## config.mk

```make
export PLATFORM = sky130hd
export DESIGN_NAME = conv_row_feeder_flat
export DESIGN_NICKNAME = d
export VERILOG_FILES = /design/src/rtl/conv_row_feeder_if.sv /design/src/rtl/conv_row_feeder.sv /design/src/flat_wrapper.sv
export SDC_FILE = /design/constraint.sdc
export NUM_CORES = 1
export LEC_CHECK = 0
export ABC_AREA = 1
export CORE_MARGIN = 8
export CORE_UTILIZATION = 54
export DETAILED_ROUTE_END_ITERATION = 10
export HOLD_SLACK_MARGIN = 0.02
export MAX_ROUTING_LAYER = met4
export PLACE_DENSITY = 0.95
export SLEW_MARGIN = 20
export SYNTH_ARGS = -nofsm -noshare
export SYNTH_HDL_FRONTEND = slang
export SYNTH_SLANG_ARGS = --single-unit
```

## constraint.sdc

```tcl
create_clock -name clock -period 3.1 [get_ports clock]
set_input_delay 0.31 -clock clock [delete_from_list [all_inputs] [get_ports clock]]
set_output_delay 0.31 -clock clock [all_outputs]
set_load 0.01 [all_outputs]
```

## src/rtl/conv_row_feeder_if.sv

```systemverilog
// Bus between conv_row_feeder and its input RAM, RAM shift register and convolution_fsm.
interface conv_row_feeder_if #(
    parameter int unsigned ADDR_WIDTH = 8,
    parameter int unsigned DATA_WIDTH = 8
);
    logic                  ram_rd_en;
    logic [ADDR_WIDTH-1:0] ram_rd_addr;
    logic [DATA_WIDTH-1:0] ram_rd_data;
    logic                  sr_wr_en;
    logic [DATA_WIDTH-1:0] sr_wr_data;
    logic                  input_start;
    logic                  shift_row_up;
    logic                  conv_done;

    // Feeder side
    modport master (
        output ram_rd_en, ram_rd_addr, sr_wr_en, sr_wr_data, input_start,
        input  ram_rd_data, shift_row_up, conv_done
    );

    // RAM / shift register / convolution side
    modport slave (
        input  ram_rd_en, ram_rd_addr, sr_wr_en, sr_wr_data, input_start,
        output ram_rd_data, shift_row_up, conv_done
    );
endinterface

```

## src/rtl/conv_row_feeder.sv

```systemverilog
// conv_row_feeder: preloads the RAM shift register with the first image rows,
// starts convolution_fsm, then refills one row per shift_row_up request.
// Optional macro FEEDER_ZERO_PAD_EN: requests past the last image row shift in
// a row of zero words instead of being ignored.
module conv_row_feeder #(
    parameter int unsigned RAM_SR_DEPTH = 4,
    parameter int unsigned NUM_SR_ROWS  = 4,
    parameter int unsigned NUM_IMG_ROWS = 6,
    parameter int unsigned ADDR_WIDTH   = 8,
    parameter int unsigned DATA_WIDTH   = 8
) (
    input  logic                  clock,
    input  logic                  reset,
    input  logic                  frame_start,
    input  logic [ADDR_WIDTH-1:0] ram_base_addr,
    output logic                  frame_busy,
    output logic                  frame_done,
    output logic                  overrun,
    conv_row_feeder_if.master     bus
);
    localparam int unsigned COL_W = (RAM_SR_DEPTH > 1) ? $clog2(RAM_SR_DEPTH) : 1;
    localparam int unsigned ROW_W = $clog2(NUM_IMG_ROWS + 1);
    localparam logic [COL_W-1:0] COL_LAST = COL_W'(RAM_SR_DEPTH - 1);
    localparam logic [ROW_W-1:0] PRE_LAST = ROW_W'(NUM_SR_ROWS - 1);
    localparam logic [ROW_W-1:0] SR_ROWS  = ROW_W'(NUM_SR_ROWS);
    localparam logic [ROW_W-1:0] IMG_ROWS = ROW_W'(NUM_IMG_ROWS);
    localparam logic [DATA_WIDTH-1:0] PAD_WORD = '0;

`ifdef FEEDER_ZERO_PAD_EN
    localparam bit PAD_EN = 1'b1;
`else
    localparam bit PAD_EN = 1'b0;
`endif

    typedef enum logic [2:0] {
        IDLE, PRELOAD, START, WAIT_SHIFT, ROW_LOAD, DONE
    } state_t;

    state_t                state, state_d;
    logic [ADDR_WIDTH-1:0] base, base_d;
    logic [ROW_W-1:0]      row, row_d;
    logic [ROW_W-1:0]      rows_loaded, rows_loaded_d;
    logic [COL_W-1:0]      col, col_d;
    logic                  pending, pending_d;
    logic                  done_seen, done_seen_d;
    logic                  overrun_d;
    logic                  pad_mode, pad_mode_d;
    logic                  pad_slot, pad_slot_d;
    logic                  wr_from_ram, wr_from_ram_d;
    logic                  rd_en_d;
    logic [ADDR_WIDTH-1:0] rd_addr_d;
    logic                  wr_en_d;
    logic                  start_d;
    logic                  busy_d;
    logic                  fdone_d;
    logic                  issue;

    // Shift-register data follows the RAM one cycle after the read; pad writes shift zeros
    assign bus.sr_wr_data = (bus.sr_wr_en && wr_from_ram) ? bus.ram_rd_data : PAD_WORD;

    // Next-state and registered-output logic
    always_comb begin
        state_d       = state;
        base_d        = base;
        row_d         = row;
        col_d         = col;
        rows_loaded_d = rows_loaded;
        pending_d     = pending;
        done_seen_d   = done_seen;
        overrun_d     = overrun;
        pad_mode_d    = pad_mode;
        pad_slot_d    = 1'b0;
        rd_en_d       = 1'b0;
        rd_addr_d     = bus.ram_rd_addr;
        wr_en_d       = bus.ram_rd_en | pad_slot;
        wr_from_ram_d = bus.ram_rd_en;
        start_d       = 1'b0;
        busy_d        = frame_busy;
        fdone_d       = 1'b0;
        issue         = 1'b0;

        unique case (state)
            IDLE: begin
                if (frame_start) begin
                    base_d        = ram_base_addr;
                    row_d         = '0;
                    col_d         = '0;
                    rows_loaded_d = '0;
                    pending_d     = 1'b0;
                    done_seen_d   = 1'b0;
                    overrun_d     = 1'b0;
                    pad_mode_d    = 1'b0;
                    busy_d        = 1'b1;
                    state_d       = PRELOAD;
                end
            end
            PRELOAD: begin
                issue = 1'b1;
                if (col == COL_LAST) begin
                    col_d = '0;
                    if (row == PRE_LAST) begin
                        rows_loaded_d = SR_ROWS;
                        state_d       = START;
                    end else begin
                        row_d = row + ROW_W'(1);
                    end
                end else begin
                    col_d = col + COL_W'(1);
                end
            end
            START: begin
                if (bus.conv_done) done_seen_d = 1'b1;
                // Final preload word is being written: no read left in flight
                if (!bus.ram_rd_en && bus.sr_wr_en) begin
                    start_d = 1'b1;
                    state_d = WAIT_SHIFT;
                end
            end
            WAIT_SHIFT: begin
                if (done_seen || bus.conv_done) begin
                    done_seen_d = 1'b1;
                    if (!bus.ram_rd_en && !pad_slot && !bus.sr_wr_en) begin
                        fdone_d = 1'b1;
                        state_d = DONE;
                    end
                end else if (bus.shift_row_up || pending) begin
                    pending_d = 1'b0;
                    if (rows_loaded < IMG_ROWS) begin
                        row_d      = rows_loaded;
                        col_d      = '0;
                        pad_mode_d = 1'b0;
                        state_d    = ROW_LOAD;
                    end else if (PAD_EN) begin
                        col_d      = '0;
                        pad_mode_d = 1'b1;
                        state_d    = ROW_LOAD;
                    end
                end
            end
            ROW_LOAD: begin
                issue = 1'b1;
                if (bus.conv_done) done_seen_d = 1'b1;
                if (bus.shift_row_up) begin
                    if (pending) overrun_d = 1'b1;
                    else         pending_d = 1'b1;
                end
                if (col == COL_LAST) begin
                    col_d   = '0;
                    state_d = WAIT_SHIFT;
                    if (!pad_mode) rows_loaded_d = rows_loaded + ROW_W'(1);
                end else begin
                    col_d = col + COL_W'(1);
                end
            end
            DONE: begin
                busy_d      = 1'b0;
                done_seen_d = 1'b0;
                pad_mode_d  = 1'b0;
                state_d     = IDLE;
            end
            default: state_d = IDLE;
        endcase

        // One word slot per cycle: a RAM read, or a zero word when padding
        if (issue) begin
            if (pad_mode) begin
                pad_slot_d = 1'b1;
            end else begin
                rd_en_d   = 1'b1;
                rd_addr_d = base + ADDR_WIDTH'(row) * ADDR_WIDTH'(RAM_SR_DEPTH) + ADDR_WIDTH'(col);
            end
        end
    end

    // State, counters and registered outputs
    always_ff @(posedge clock) begin
        if (reset) begin
            state           <= IDLE;
            base            <= '0;
            row             <= '0;
            col             <= '0;
            rows_loaded     <= '0;
            pending         <= 1'b0;
            done_seen       <= 1'b0;
            overrun         <= 1'b0;
            pad_mode        <= 1'b0;
            pad_slot        <= 1'b0;
            wr_from_ram     <= 1'b0;
            bus.ram_rd_en   <= 1'b0;
            bus.ram_rd_addr <= '0;
            bus.sr_wr_en    <= 1'b0;
            bus.input_start <= 1'b0;
            frame_busy      <= 1'b0;
            frame_done      <= 1'b0;
        end else begin
            state           <= state_d;
            base            <= base_d;
            row             <= row_d;
            col             <= col_d;
            rows_loaded     <= rows_loaded_d;
            pending         <= pending_d;
            done_seen       <= done_seen_d;
            overrun         <= overrun_d;
            pad_mode        <= pad_mode_d;
            pad_slot        <= pad_slot_d;
            wr_from_ram     <= wr_from_ram_d;
            bus.ram_rd_en   <= rd_en_d;
            bus.ram_rd_addr <= rd_addr_d;
            bus.sr_wr_en    <= wr_en_d;
            bus.input_start <= start_d;
            frame_busy      <= busy_d;
            frame_done      <= fdone_d;
        end
    end
endmodule

```

## src/flat_wrapper.sv

```systemverilog
// flat-port wrapper written by rule: the top's interface ports become plain ports
module conv_row_feeder_flat 
#(
    parameter int unsigned RAM_SR_DEPTH = 4,
    parameter int unsigned NUM_SR_ROWS  = 4,
    parameter int unsigned NUM_IMG_ROWS = 6,
    parameter int unsigned ADDR_WIDTH   = 8,
    parameter int unsigned DATA_WIDTH   = 8
)
  (clock, reset, frame_start, ram_base_addr, frame_busy, frame_done, overrun, bus_ram_rd_en, bus_ram_rd_addr, bus_sr_wr_en, bus_sr_wr_data, bus_input_start, bus_ram_rd_data, bus_shift_row_up, bus_conv_done);
  conv_row_feeder_if #(.ADDR_WIDTH(ADDR_WIDTH), .DATA_WIDTH(DATA_WIDTH)) bus_i ();
  input  logic clock;
  input  logic reset;
  input  logic frame_start;
  input  logic [ADDR_WIDTH-1:0] ram_base_addr;
  output logic frame_busy;
  output logic frame_done;
  output logic overrun;
  output wire logic [$bits(bus_i.ram_rd_en)-1:0] bus_ram_rd_en;
  output wire logic [$bits(bus_i.ram_rd_addr)-1:0] bus_ram_rd_addr;
  output wire logic [$bits(bus_i.sr_wr_en)-1:0] bus_sr_wr_en;
  output wire logic [$bits(bus_i.sr_wr_data)-1:0] bus_sr_wr_data;
  output wire logic [$bits(bus_i.input_start)-1:0] bus_input_start;
  input wire logic [$bits(bus_i.ram_rd_data)-1:0] bus_ram_rd_data;
  input wire logic [$bits(bus_i.shift_row_up)-1:0] bus_shift_row_up;
  input wire logic [$bits(bus_i.conv_done)-1:0] bus_conv_done;
  assign bus_ram_rd_en = bus_i.ram_rd_en;
  assign bus_ram_rd_addr = bus_i.ram_rd_addr;
  assign bus_sr_wr_en = bus_i.sr_wr_en;
  assign bus_sr_wr_data = bus_i.sr_wr_data;
  assign bus_input_start = bus_i.input_start;
  assign bus_i.ram_rd_data = bus_ram_rd_data;
  assign bus_i.shift_row_up = bus_shift_row_up;
  assign bus_i.conv_done = bus_conv_done;
  conv_row_feeder #(.RAM_SR_DEPTH(RAM_SR_DEPTH), .NUM_SR_ROWS(NUM_SR_ROWS), .NUM_IMG_ROWS(NUM_IMG_ROWS), .ADDR_WIDTH(ADDR_WIDTH), .DATA_WIDTH(DATA_WIDTH)) u_core (.clock(clock), .reset(reset), .frame_start(frame_start), .ram_base_addr(ram_base_addr), .frame_busy(frame_busy), .frame_done(frame_done), .overrun(overrun), .bus(bus_i));
endmodule
```

==> key figures <==
Run status
  • Run status: finished clean

Min path
  • Hold_sp: u_core.done_seen
  • Hold Crit Class: flop to flop
  • Hold path depth: 2
  • Hold EP: u_core.done_seen

Global routing
  • Met3 usage in global routing: under 10%
  • Initial antenna violation count: 0
  • Aggregate global routing overflow: 0
  • GRT Overall Usage: 17.69%
  • GR Util met1: about a fifth
  • Met2 usage: about 28%
  • GRT busiest layer: met2
  • First-pass GRT wire length: roughly 8500 um
  • Vias in the first global route: just under 2k
  • Largest net degree at the start of global routing: 20

Setup path
  • RR Startpoint: u_core.base[0]
  • Crit end category: primary output
  • WP data arrival: between 1.5 and 2 ns
  • Crit-path max cell delay: 0.53 ns
  • Critical-path maximum fanout: 11
  • Reg2reg path depth: 11
  • CP max-delay cell: clkdlybuf4s50_1
  • CP top delay family: buffers and inverters
  • CP Depth: 3
  • Worst R2R Setup Slack: roughly 1.4 ns
  • CP required: ~2.8 ns
  • Worst path cell trace: nand2_1 > inv_1 > clkdlybuf4s50_1
  • Crit Path Class: flop to primary output
  • Critical Path Source Type: flop
  • Buffers & Inverters on Critical Path: 2
  • RR Endpoint: u_core.bus.ram_rd_addr[6]

Clocking
  • Hold_buf cts: 0
  • CTS Buf Count: 5
  • CTS resizes: 0
  • Worst-path clk slew: 0.07 ns
  • Root buffer cell: clkbuf_8
  • CTS tree: built
  • Total clock sinks: 35
  • H-Tree Depth: 2
  • Setup repair bufs after CTS: 0
  • Worst-Skew Late Latency: slightly below 0.3 ns
  • Max clock buf depth: 2

Timing
  • RSZ-0062 raised after global routing: false
  • Max Clock Skew: about 0.0065 ns
  • Final hold viol count: 0
  • Worst Setup Slack, final: 1.283 ns
  • Max Fclk: ~550 MHz
  • Final setup TNS: 0 ns
  • Post-route minimum period: about 1.8 ns
  • Slew Limit Fails: 0
  • Max transition margin: about 66%
  • Final setup fails: 0
  • Period utilisation layout: roughly three fifths
  • Slew @ Worst Pin: just over 0.5 ns

Yosys
  • Post-synthesis sequential area ratio: 34.98%
  • Seq cells post-synth: 35
  • Avg Inst Size Synth: about 6.8 sq um
  • Syn Nets: approximately 330
  • Synth cell types: 30
  • Synth warn: 0
  • Syn Inst Count: 296
  • Post-Syn Area: 0.002003 sq mm

Run
  • Max Cap Viol: 0

Floorplan
  • Die ar.: just under 0.006 sq mm
  • Core area: between 0.003 and 0.004 sq mm
  • Row count: 22
  • Vert. Die Dim: 76.91 um
  • Die width: approximately 77 um
  • Initial Utilization: 55.55%
  • IO Count: 43

Power and ir drop
  • PwrDens: between 800 and 900 mW/mm^2
  • Final Total Pwr: about 2100 uW
  • Maximum vdd ir drop: around 530 uV
  • Static Leak: around 0.0012 uW

Detailed routing
  • DRT Wirelength: approximately 4900 um
  • Detail Route Antenna Nets: 0
  • DR WL/cell: 12.71 um
  • Vias/cell: 5.181
  • Initial drt markers: 201
  • DRC errors left: 0
  • Drt pass-1 iters: 4
  • DR vias: roughly 2.0k

Placed design
  • IO buf count: 42
  • Final GP Congestion: between 0.8 and 0.9
  • Dpl cells: 379
  • Detailed Place HPWL: ~3700 um
  • DP Worst Slack: 1.311 ns

Finish
  • Fin util: about 70%
  • Synth-to-layout area growth: 26.48%
  • Fraction of layout cells with a size suffix above 1: 7.988%
  • Non-filler cells in the finished layout: 386
  • Filler cells: approximately 280
  • Final nets: approximately 370
  • Diodes inserted: 0
[report_power, final]
part | total [uW] | internal, uW | switching (uW)
combinational | 1060 | 416 | 641
clock | 333 | 174 | 159
sequential | 704 | 589 | 115
total | 2090 | 1180 | 915
[how the worst max path moves through the flow]
stage,start,end,slack (ns)
after floorplan,u_core.col[0],u_core.bus.ram_rd_addr[6],1.57
after global placement,frame_start,u_core.state[1],1.38
after detailed placement,frame_start,u_core.rows_loaded[0],1.31
after CTS,u_core.bus.sr_wr_en,bus_sr_wr_data[1],1.25
after global routing,u_core.bus.sr_wr_en,bus_sr_wr_data[4],1.17
final,u_core.bus.sr_wr_en,bus_sr_wr_data[1],1.28
[synthesized netlist by cell type, drive strengths merged]
cell type  instances  area [sq um]
nand3             29         160.2
nand4              1         6.260
ha                 9         112.6
buf                7         41.28
a31oi              1         6.260
or2                1         6.260
fa                 1         20.02
xor2               2         17.52
nor3               5         25.02
a21oi             23         115.1
clkbuf             1         3.750
o211ai             2         15.01
nand3b             1         7.510
inv               50         187.7
o21ai             20         103.9
dfxtp             35         700.7
o22ai              1         6.260
nor2              29         142.6
nand2             78         325.3
[per-stage QoR]
| step | hold slack, ns | cell area (sq um) |
|---|---|---|
| after floorplan | 0.4408 | 2003 |
| after global placement | 0.4503 | 2446 |
| after detailed placement | 0.4583 | 2446 |
| after CTS | 0.4682 | 2534 |
| after global routing | 0.4967 | 2534 |
| final | 0.4662 | 2534 |
[flip-flops by register name, summed over array words and instances (netlist names)]
name / flops
u_core.base: 8
u_core.bus.input_start: 1
u_core.bus.ram_rd_addr: 8
u_core.bus.ram_rd_en: 1
u_core.bus.sr_wr_en: 1
u_core.col: 2
u_core.done_seen: 1
u_core.frame_busy: 1
u_core.frame_done: 1
u_core.overrun: 1
u_core.pending: 1
u_core.row: 3
u_core.rows_loaded: 3
u_core.state: 3
[placed cells by master (no fill, tap or decap), types with 2 or more instances in the layout]
cell,count
a21oi_1,23
clkbuf_8,6
clkdlybuf4s50_1,42
dfxtp_1,35
ha_1,9
inv_1,48
inv_2,2
nand2_1,69
nand2_2,7
nand2_4,2
nand3_1,26
nand3_2,3
nor2_1,25
nor2_4,2
nor3_1,5
o211ai_1,2
o21ai_0,16
o21ai_1,3
xor2_1,2
[routing by layer]
metal | share of wire, % | routed length, um
met1 | 43 | 2133
met2 | 47 | 2317
met3 | 7.1 | 349
met4 | 2.1 | 105
met5 | 0 | 0
[tightest hold or removal path: stages, from the launching register on]
cell,delay [ns]
dfxtp_1,0.31
nand2_1,0.06
a21oi_1,0.05
[cell families (layout without fill, tap and decap cells)]
kind of cell               after synthesis  count (layout)  share of synthesized area [%]
AOI/OAI and AO/OA                       47              47                          12.30
xor gates and xnor gates                 2               2                         0.8746
adders and majority gates               10              10                          6.621
buffers and inverters                   58             100                          11.62
DFF                                     35              35                          34.98
and+or+nand+nor                        144             144                          33.60
[area by class of cell]
cell class	instances	area, sq um	area share [%]
timing repair buffer	43	427.9	16.89
clock buffer	6	82.58	3.259
clock inverter	1	5.005	0.1975
sequential	35	700.7	27.65
multi-input combinational	203	1070	42.22
inverter	50	187.7	7.407
tap	48	60.06	2.370
(Power assumes the default switching activity.)
